$ cat src/rtl/branch_resolve_unit.sv
// branch_resolve_unit
//   Branch resolution stage. Evaluates an RV32/RV64 conditional branch
//   (signed and unsigned compares), computes pc+imm, decides the resolved
//   direction, flags mispredictions and produces the redirect PC. Latency is
//   PIPE cycles (1 or 2) and throughput is one branch per cycle.
//
// Ports
//   clk, rst_n            clock, synchronous active-low reset
//   flush                 kills every in-flight entry on the next edge
//   in_valid / in_ready   request handshake from execute
//   funct3, data1, data2  branch kind and rs1/rs2 values
//   pc, imm               branch PC and sign-extended offset
//   pred_taken/_target    front-end prediction
//   out_valid / out_ready result handshake to the consumer
//   cmp_result            one-hot signed compare {gt, lt, eq}
//   taken, target         resolved direction and pc+imm
//   redirect_pc           taken ? target : pc+4
//   mispredict, illegal   prediction wrong / funct3 is 010 or 011
//   branch_cnt            saturating count of delivered results
//   mispredict_cnt        saturating count of delivered mispredicts
//
// Handshake: a transfer happens on a rising edge where valid and ready are
// both high. in_ready depends only on internal state and out_ready, never on
// in_valid. While out_valid is high and out_ready is low every output holds.
module branch_resolve_unit #(
    parameter int XLEN  = 32,
    parameter int PIPE  = 1,
    parameter int CNT_W = 16
) (
    input  logic             clk,
    input  logic             rst_n,
    input  logic             flush,
    input  logic             in_valid,
    output logic             in_ready,
    input  logic [2:0]       funct3,
    input  logic [XLEN-1:0]  data1,
    input  logic [XLEN-1:0]  data2,
    input  logic [XLEN-1:0]  pc,
    input  logic [XLEN-1:0]  imm,
    input  logic             pred_taken,
    input  logic [XLEN-1:0]  pred_target,
    output logic             out_valid,
    input  logic             out_ready,
    output logic [2:0]       cmp_result,
    output logic             taken,
    output logic [XLEN-1:0]  target,
    output logic [XLEN-1:0]  redirect_pc,
    output logic             mispredict,
    output logic             illegal,
    output logic [CNT_W-1:0] branch_cnt,
    output logic [CNT_W-1:0] mispredict_cnt
);

    typedef struct packed {
        logic [2:0]      cmp;
        logic            taken;
        logic            illegal;
        logic            mispredict;
        logic [XLEN-1:0] redirect;
    } res_t;

    // Turns the raw compare flags into the architectural result.
    function automatic res_t resolve(
        input logic            eq,
        input logic            lt_s,
        input logic            lt_u,
        input logic [2:0]      f3,
        input logic [XLEN-1:0] tgt,
        input logic [XLEN-1:0] pc4,
        input logic            p_taken,
        input logic [XLEN-1:0] p_target
    );
        res_t r;
        r.cmp     = eq ? 3'b001 : (lt_s ? 3'b010 : 3'b100);
        r.taken   = 1'b0;
        r.illegal = 1'b0;
        case (f3)
            3'b000:  r.taken = eq;
            3'b001:  r.taken = !eq;
            3'b100:  r.taken = lt_s;
            3'b101:  r.taken = !lt_s;
            3'b110:  r.taken = lt_u;
            3'b111:  r.taken = !lt_u;
            default: r.illegal = 1'b1;
        endcase
        // An illegal branch resolves not-taken, so it mispredicts exactly
        // when the front end guessed taken.
        r.mispredict = (r.taken != p_taken) | (r.taken & p_taken & (tgt != p_target));
        r.redirect   = r.taken ? tgt : pc4;
        return r;
    endfunction

    // Front-end compare and address arithmetic (wraps modulo 2^XLEN).
    logic            eq_c;
    logic            lt_s_c;
    logic            lt_u_c;
    logic [XLEN-1:0] target_c;
    logic [XLEN-1:0] pc4_c;

    assign eq_c     = (data1 == data2);
    assign lt_s_c   = ($signed(data1) < $signed(data2));
    assign lt_u_c   = (data1 < data2);
    assign target_c = pc + imm;
    assign pc4_c    = pc + XLEN'(4);

    // Source feeding the output register: the inputs directly (PIPE=1) or
    // the stage-1 register (PIPE=2).
    logic            out_adv;
    logic            src_valid;
    res_t            src_res;
    logic [XLEN-1:0] src_target;

    // Output register can take a new entry when empty or being drained.
    assign out_adv = !out_valid | out_ready;

    generate
        if (PIPE == 1) begin : g_pipe1
            assign in_ready   = out_adv;
            assign src_valid  = in_valid;
            assign src_res    = resolve(eq_c, lt_s_c, lt_u_c, funct3, target_c, pc4_c,
                                        pred_taken, pred_target);
            assign src_target = target_c;
        end else begin : g_pipe2
            logic            s1_valid;
            logic            s1_eq;
            logic            s1_lt_s;
            logic            s1_lt_u;
            logic [2:0]      s1_funct3;
            logic [XLEN-1:0] s1_target;
            logic [XLEN-1:0] s1_pc4;
            logic            s1_pred_taken;
            logic [XLEN-1:0] s1_pred_target;

            assign in_ready = !s1_valid | out_adv;

            always_ff @(posedge clk) begin
                if (!rst_n) begin
                    s1_valid       <= 1'b0;
                    s1_eq          <= 1'b0;
                    s1_lt_s        <= 1'b0;
                    s1_lt_u        <= 1'b0;
                    s1_funct3      <= 3'b000;
                    s1_target      <= '0;
                    s1_pc4         <= '0;
                    s1_pred_taken  <= 1'b0;
                    s1_pred_target <= '0;
                end else begin
                    if (flush)
                        s1_valid <= 1'b0;
                    else if (in_ready)
                        s1_valid <= in_valid;
                    if (!flush && in_valid && in_ready) begin
                        s1_eq          <= eq_c;
                        s1_lt_s        <= lt_s_c;
                        s1_lt_u        <= lt_u_c;
                        s1_funct3      <= funct3;
                        s1_target      <= target_c;
                        s1_pc4         <= pc4_c;
                        s1_pred_taken  <= pred_taken;
                        s1_pred_target <= pred_target;
                    end
                end
            end

            assign src_valid  = s1_valid;
            assign src_res    = resolve(s1_eq, s1_lt_s, s1_lt_u, s1_funct3, s1_target,
                                        s1_pc4, s1_pred_taken, s1_pred_target);
            assign src_target = s1_target;
        end
    endgenerate

    // Payload only moves with a real entry, so outputs stay at their reset
    // value until the first result and never pick up dropped flush inputs.
    logic out_load;
    assign out_load = src_valid & out_adv & !flush;

    always_ff @(posedge clk) begin
        if (!rst_n) begin
            out_valid      <= 1'b0;
            cmp_result     <= 3'b000;
            taken          <= 1'b0;
            target         <= '0;
            redirect_pc    <= '0;
            mispredict     <= 1'b0;
            illegal        <= 1'b0;
            branch_cnt     <= '0;
            mispredict_cnt <= '0;
        end else begin
            if (flush)
                out_valid <= 1'b0;
            else if (out_adv)
                out_valid <= src_valid;
            if (out_load) begin
                cmp_result  <= src_res.cmp;
                taken       <= src_res.taken;
                target      <= src_target;
                redirect_pc <= src_res.redirect;
                mispredict  <= src_res.mispredict;
                illegal     <= src_res.illegal;
            end
            // A handshake in a flush cycle is still a delivered result.
            if (out_valid && out_ready) begin
                if (branch_cnt != '1)
                    branch_cnt <= branch_cnt + CNT_W'(1);
                if (mispredict && (mispredict_cnt != '1))
                    mispredict_cnt <= mispredict_cnt + CNT_W'(1);
            end
        end
    end

endmodule

$ cat config.mk
export PLATFORM = sky130hd
export DESIGN_NAME = branch_resolve_unit
export DESIGN_NICKNAME = d
export VERILOG_FILES = /design/src/rtl/branch_resolve_unit.sv
export SDC_FILE = /design/constraint.sdc
export NUM_CORES = 1
export LEC_CHECK = 0
export BUFFER_PORTS_ARGS = -buffer_cell sky130_fd_sc_hd__buf_2
export CAP_MARGIN = 20
export CORE_MARGIN = 2
export CORE_UTILIZATION = 25
export CTS_CLUSTER_DIAMETER = 80
export CTS_CLUSTER_SIZE = 30
export DETAILED_ROUTE_END_ITERATION = 8
export GPL_ROUTABILITY_DRIVEN = 1
export SETUP_SLACK_MARGIN = 0.4
export SLEW_MARGIN = 30
export SYNTH_ARGS = -nofsm -noshare
export SYNTH_HDL_FRONTEND = slang
export SYNTH_SLANG_ARGS = --single-unit
$ cat constraint.sdc
create_clock -name clk -period 3.7 [get_ports clk]
set_input_delay 0 -clock clk [delete_from_list [all_inputs] [get_ports clk]]
set_output_delay 0 -clock clk [all_outputs]
set_load 0.01 [all_outputs]
* Word-level counts from Yosys, hierarchy flattened
Cells that the tools add are included.
** Word-level totals
- Output and inout port bits :: 104
- Bits in registers :: 103
- Input port bits :: 169
** Cells by class
- Order comparisons :: 2
- Multiplexer cells :: 5
- Add/sub/neg operators :: 4
- Reduce and logical (&&, ||, !) cells :: 12
- Bitwise logic cells :: 7
- Equality and inequality tests :: 10
** Operator list (count)
- 32-bit < comparator :: 2
- 16-bit by 1-bit adder with 16-bit output, second input constant :: 2
- 32-bit by 3-bit adder with 32-bit output, second input constant :: 1
- 32-bit adder :: 1
- 32-bit == test :: 1
- 32-bit two-way mux :: 1
- 16-bit inequality test, second input constant :: 2
- 32-bit inequality test :: 1
- 3-bit == test, second input constant :: 4
- 3-bit two-way mux :: 2
- 1-bit case mux with 6 select lines :: 1
- 6-bit OR reduction :: 1
- 1-bit zero test :: 5
- 1-bit AND :: 4
- 2-bit AND reduction :: 2
- 3-bit by 1-bit == test with 1-bit output, second input constant :: 1
- 3-bit zero test :: 1
- 1-bit logical AND :: 2
- 1-bit bitwise OR :: 2
- 2-bit OR reduction :: 1
- 1-bit two-way mux :: 1
- 1-bit inequality test :: 1
- 1-bit NOT :: 1

* Longest topological paths before layout
Gate-level depths: netlist of run 1.
- Depth in word-level cells :: 6
- Depth in mapped cells :: 14

* Worst setup path before layout of run 1
OpenSTA, ideal clock, no wires.
- Kind :: input port to flip-flop
- From :: input pc[5]
- To :: register mispredict
- Path slack :: 0.906 ns
- Arrival time :: 2.667 ns
- Data required time :: 3.573 ns
- Buffers on the path :: 1
- Setup time :: 0.127 ns
- Stages on the path :: 12
- Cells stage by stage :: ha_1 > clkbuf_1 > nand2_1 > o31ai_2 > a21oi_4 > o31ai_1 > o31ai_1 > xor2_1 > xnor2_1 > a2111o_1 > nor4_1 > a31oi_1
** On the way
- Longest elaborated chain between the ends :: 4
** Ends and longest elaborated chain
- from (decl) :: line 38 : input logic [XLEN-1:0] pc,
- 32-bit adder :: line 103 : assign target_c = pc + imm;
- 32-bit inequality test :: line 88 : r.mispredict = (r.taken != p_taken) | (r.taken & p_taken & (tgt != p_target));
- 1-bit AND :: line 88
- 1-bit bitwise OR :: line 88
- to (signal assigned) :: line 198 : mispredict <= src_res.mispredict;
- to (decl) :: line 48 : output logic mispredict,
Every way passes these cells.
A chain may end at the register's enable or synchronous reset.

* Final worst setup path of run 1
- From :: input pc[0]
- To :: register mispredict
The elaborated chain is that of the path after synthesis.

==> reports/qor.txt, run 1 <==
outcome - completed
M1 GR Usage - 25.3%
Via density - 5.06
Post-synth EDFFs - 0
Post-Route Skew - 0.0111 ns
first-pass GRT wire length - 46600 um
Fin Setup TNS - 0 ns
Worst slew margin - 42.0%
Post-DP HPWL - 25700 um
final setup margin - 0.627 ns
initial antenna violation count - 1
Net Sw Frac - 36.2%
unrepaired setup endpoints after global routing - no
vias in the first global route - 8063
Setup crit end kind - flip-flop
crit path kind - input port to flip-flop
Area Growth Syn to Fin - 27.9%
pre-CTS WS - 0.161 ns
worst min path class - input port to flip-flop
wirelength, routed - 31000 um
CP Max Fanout - 5
cell area after synthesis - 7950 sq um
Layout Nets - 1525
Flop pwr share - 34.7%
worst skew pair latency - 0.36 ns
M3 GR Usage - 2.49%
Iter 0 DRT Violations - 644
sequential fraction of the synthesis area - 25.9%
internal power - 2200 uW
Reg2Reg Depth - 11
RD Place Congestion - 0.985
H-tree levels - 3
post-synth top area cell - dfxtp_1
Synth Warn # - 0
worst setup path startpoint - pc[0]
number of synthesized register bits - 103
Post-route DRC - 0
Die Wd - 182 um
unique cell type count in the Yosys netlist - 69
Arr. time, crit path - 3.31 ns
Logic pwr share - 35.2%
Switch Pwr - 1250 uW
fin cells - 1696
achievable frequency - 0.325 GHz
Final Power - 3450 uW
Max VDD drop - 0.191 mV
Synth area leaders - dfxtp_1, ha_1, xnor2_1
crit path to - mispredict$_SDFFE_PN0P_
leakage power - 0.00457 uW
Worst Hold Margin - 0.0338 ns
share of cells above drive strength 1 - 25.4%
Most Crowded Layer GR - met2
Worst-Margin Slew - 0.870 ns
Root Buffer - clkbuf_16
reg2reg start - out_valid$_SDFFE_PP0N_
CP Data Required Time - 3.94 ns
Pwr per Cell Area - 340 nW/um^2
Rows - 65
reg2reg end - mispredict$_SDFFE_PN0P_
minimum clock period - 3.07 ns
syn nets - 1267
met2 usage - 29.1%
Slew Limit Fails - 0
die area - 33200 sq um
final setup vio count - 0
Starting Density - 25.3%
Final Hold Fails - 0
ANT cells - 0
die height - 182 um
Clk network pwr share - 30.1%
startpoint types - input port
Max Cap Viol - 0
1st-pass router iterations - 5
clk buf depth - 2
routed len/inst - 18.3 um
CTS sink count - 103
port bufs - 272
Total GRT Usage - 18.2%
Synth Area per Inst - 7.71 sq um
Final Cycle Share - 83.1%
pin count of the biggest net entering global routing - 85
global route overflow - 0
I/O pins - 273
placed insts - 1675
FFs w/ async S/R, synth - 0%
Core Area - 31500 sq um
CTS tree - done
Most used DFF post-synth - dfxtp_1
number of routed nets with antenna violations - 0
synthesized instance count - 1031
top cell type's share of synthesized area - 25.9%
routed via count - 8590
total CTS buffers - 9
r2r setup slk - 0.92 ns
Worst-path clk slew - 0.08 ns
==> power by group through the flow <==
stage / combinational [uW] / sequential [uW] / clock, uW
floorplan: 703 / 1240 / 0
global placement: 1190 / 1220 / 0
detailed placement: 1190 / 1220 / 0
CTS: 1200 / 1200 / 1070
global route: 1330 / 1210 / 1110
finish: 1220 / 1200 / 1040
==> timing repair <==
item,in CTS,in global routing
hold buffers,4,0
buffers inserted,0,1
resized for setup,0,3
endpoints found under the hold margin,3,0
setup endpoints to repair,0,1
==> synthesized netlist by cell type, drive strengths merged, types with 6 or more instances <==
library cell and count:
nand2 118, ha 66, xnor2 60, o21ai 36, nor4 8, nor2b 11, nand3 32, inv 42
xor2 50, clkbuf 41, and3 11, o211ai 22, dfxtp 103, nor3 10, and2 10, and4 7
a21o 9, buf 10, mux2i 8, o21a 6, a211oi 26, nand4 33, or3 12, nor2 118
a21oi 104
==> through the flow <==
stage | instance area [sq um] | util, %
floorplan | 7950 | -
global placement | 9790 | 31.1
detailed placement | 9790 | 31.1
CTS | 10200 | 32.3
global route | 10200 | 32.3
finish | 10200 | 32.3
==> cell usage in the layout (no fill, tap or decap), types with 34 or more instances in the layout <==
cell type	instances
dfxtp_1	103
nor2_1	118
buf_2	272
xnor2_1	60
xor2_1	49
ha_1	66
nand2_1	118
inv_1	41
o21ai_0	34
a21oi_1	100
==> layout make-up <==
| class | instances | area (sq um) |
|---|---|---|
| clock inverters | 7 | 97.6 |
| fillers | 3374 | 21300 |
| flip-flops and latches | 103 | 2060 |
| clock buffers | 9 | 225 |
| inverters | 42 | 158 |
| repair buffers | 298 | 1580 |
| multi-input cells | 835 | 5550 |
| well taps | 402 | 503 |
==> critical path, stage by stage <==
cell	delay (ns)
buf_2	0.11
ha_1	0.26
fa_1	0.46
a211oi_1	0.40
o31ai_2	0.21
a21oi_4	0.26
o31ai_2	0.15
o31ai_1	0.28
xor2_1	0.26
xnor2_1	0.10
a2111o_1	0.36
nor4_1	0.35
a31oi_1	0.12
==> logic make-up (layout without fill, tap and decap cells) <==
logic type                 Yosys count  count (layout)  share of synthesized area, %
muxes                                9               9                          1.15
DFF                                103             103                          25.9
xor gates and xnor gates           115             115                          13.7
buffers and inverters               93             356                          4.67
adders and majority gates           67              67                          10.6
and+or+nand+nor                    389             389                          23.2
AOI/OAI and AO/OA                  255             255                          20.7
==> state kept, by name, indices dropped and copies added, names as in the netlist <==
signal,flops
taken,1
redirect_pc,32
out_valid,1
mispredict,1
mispredict_cnt,16
illegal,1
branch_cnt,16
target,32
cmp_result,3
==> how the worst min path moves through the flow <==
stage	startpoint	endpoint	cells after the start
global route	funct3[1]	illegal$_SDFFE_PN0P_	4
CTS	funct3[1]	illegal$_SDFFE_PN0P_	4
global placement	flush	out_valid$_SDFFE_PP0N_	2
finish	funct3[1]	illegal$_SDFFE_PN0P_	4
detailed placement	flush	out_valid$_SDFFE_PP0N_	2
floorplan	flush	out_valid$_SDFFE_PP0N_	1
==> metal layers <==
metal	vias to the layer above	routed length (um)
met5	-	13
met4	2	730
met3	45	1850
met2	324	13800
met1	4029	14600
li1	4190	-
Note: power is estimated with default switching activity, not from simulation.
==> run 2: changes to the inputs <==
==> constraint.sdc (replaced) <==
create_clock -name clk -period 2.8 [get_ports clk]
set_input_delay 0 -clock clk [delete_from_list [all_inputs] [get_ports clk]]
set_output_delay 0 -clock clk [all_outputs]
set_load 0.01 [all_outputs]
==> run 2 against run 1 <==
Total power rose by 50%. Combinational power is 84% higher. Core utilization rose by 7.3 points. Final cell count increased by 9.8%. Clock skew down 0.00095 ns. Sequential cell count stayed put.
==> reports/qor.txt, run 2 (synthesized netlist as in run 1, its figures left out) <==
Via density - 4.92 (was 5.06)
Starting Density - 25.3% (unchanged)
startpoint types - flip-flop (was input port)
global route overflow - 0 (unchanged)
Max VDD drop - 0.246 mV (was 0.191 mV)
Area Growth Syn to Fin - 56.7% (was 27.9%)
Final Hold Fails - 0 (unchanged)
CTS tree - done (unchanged)
Worst-Margin Slew - 0.992 ns (was 0.870 ns)
leakage power - 0.00553 uW (was 0.00457 uW)
Worst-path clk slew - 0.08 ns (about the same)
reg2reg start - out_valid$_SDFFE_PP0N_ (unchanged)
commonest non-fill, non-tap cell in the layout - buf_2 (unchanged)
CP Data Required Time - 3.03 ns (was 3.94 ns)
pin count of the biggest net entering global routing - 85 (unchanged)
Max Cap Viol - 0 (unchanged)
Fillers - 3242 (was 3374)
first-pass GRT wire length - 47300 um (was 46600 um)
leading registers by flop count - redirect_pc x32, target x32 (unchanged)
Post-route DRC - 0 (unchanged)
ANT cells - 0 (unchanged)
routed via count - 9166 (was 8590)
Rows - 65 (unchanged)
1st-pass router iterations - 5 (unchanged)
HP Start - funct3[1] (unchanged)
vias in the first global route - 8599 (was 8063)
worst min path class - input port to flip-flop (unchanged)
Post-Route Skew - 0.0102 ns (was 0.0111 ns)
Worst slew margin - 33.8% (was 42.0%)
achievable frequency - 0.368 GHz
most frequent cells in the layout - buf_2, buf_4, nor2_1 (was buf_2, nand2_1, nor2_1)
fin cells - 1863 (was 1696)
Core Util, Final - 39.6% (was 32.3%)
die area - 33200 sq um (unchanged)
port bufs - 272 (unchanged)
CTS sink count - 103 (unchanged)
I/O pins - 273 (unchanged)
RD Place Congestion - 0.950 (was 0.985)
CP Max Fanout - 2 (was 5)
Slew Limit Fails - 0 (unchanged)
worst skew pair latency - 0.35 ns (was 0.36 ns)
minimum clock period - 2.72 ns
Setup crit end kind - flip-flop (unchanged)
Arr. time, crit path - 2.94 ns (was 3.31 ns)
wirelength, routed - 32900 um (was 31000 um)
Pwr per Cell Area - 417 nW/um^2 (was 340 nW/um^2)
area post-placement - 11100 sq um (was 9790 sq um)
total CTS buffers - 9 (unchanged)
clk buf depth - 2 (unchanged)
Layout Nets - 1692 (was 1525)
outcome - completed (unchanged)
Iter 0 DRT Violations - 504 (was 644)
Final Cycle Share - 97.0%
H-tree levels - 3 (unchanged)
final setup vio count - 0 (unchanged)
post-route cell area - 12500 sq um (was 10200 sq um)
Die Wd - 182 um (unchanged)
die height - 182 um (unchanged)
crit path kind - flip-flop to flip-flop (was input port to flip-flop)
unrepaired setup endpoints after global routing - yes (was no)
placed insts - 1819 (was 1675)
Root Buffer - clkbuf_16 (unchanged)
worst setup path startpoint - out_valid$_SDFFE_PP0N_ (was pc[0])
share of cells above drive strength 1 - 41.7% (was 25.4%)
Post-DP HPWL - 26300 um (was 25700 um)
initial antenna violation count - 0 (was 1)
Core Area - 31500 sq um (unchanged)
Total GRT Usage - 18.3% (was 18.2%)
number of routed nets with antenna violations - 0 (unchanged)
routed len/inst - 17.6 um (was 18.3 um)
==> run 2: cell types whose count changed in the layout (fill, tap and decap cells not counted), moves of 11 or more <==
cell / delta
buf_4: +144
buf_6: +39
buf_2: -27
ha_1: -20
ha_4: +20
inv_1: -16
a211oi_1: -11
nand2_1: -11
nand2_2: +11
==> run 2: path summary, 6_finish.rpt <==
path,cells past startpoint,to,slack (ns)
min reg2reg,2,redirect_pc[28]$_SDFFE_PN0P_,0.45
min,4,illegal$_SDFFE_PN0P_,0.01
max,13,mispredict$_SDFFE_PN0P_,0.08
max reg2reg,13,mispredict$_SDFFE_PN0P_,0.08
==> run 2: cell type report <==
cell class                 instances  area (sq um)  share of cell area, %
inverter                          42           175                   1.41
clock buffer                      12           256                   2.06
clock inverter                     4          58.8                  0.472
multi-input combinational        835          6220                   49.9
timing repair buffer             465          3170                   25.4
sequential                       103          2070                   16.6
tap                              402           503                   4.04
==> run 2: worst max-delay path: stages (launching register included) <==
cell and delay, ns:
dfxtp_1 0.31, nor2b_1 0.14, inv_1 0.07, nand3b_1 0.19, a311oi_2 0.33, buf_4 0.17
o2111ai_2 0.12, nor4_1 0.26, nand4_1 0.18, a2111oi_4 0.27, buf_4 0.16, nand4_1 0.13
nor4_2 0.17, a31oi_1 0.10
==> run 2: repair_timing <==
item                       4_1_cts  5_1_grt
buffers inserted                11       11
gates cloned                     0        3
pin swaps                       29       74
hold buffers                     3        0
hold endpoints to repair         2        0
resized for setup               46      130
setup endpoints to repair       38       49
==> run 2: stage by stage <==
stage               setup slack, ns  power [uW]  hold WS, ns  TNS, ns
floorplan                     0.142        2620       0.0793        0
global route                 -0.190        5480       0.0357   -0.190
finish                       0.0847        5190       0.0137        0
CTS                          0.0330        5030      0.00344        0
global placement             -0.554        3550        0.209    -1.98
detailed placement           -0.614        3560        0.218    -2.95
==> run 2: routing by layer <==
layer	routed length, um	global-route usage, %
met2	15000	29.5
met3	1880	2.08
met1	15100	25.5
met5	0	0
met4	879	6.06
==> run 2: report_power, final <==
part | internal, uW | switching (uW) | total [uW] | leakage [uW]
sequential | 1540 | 43.9 | 1580 | 0.000842
clock | 757 | 604 | 1360 | 0.000156
combinational | 1100 | 1160 | 2250 | 0.00453
total | 3390 | 1800 | 5190 | 0.00553
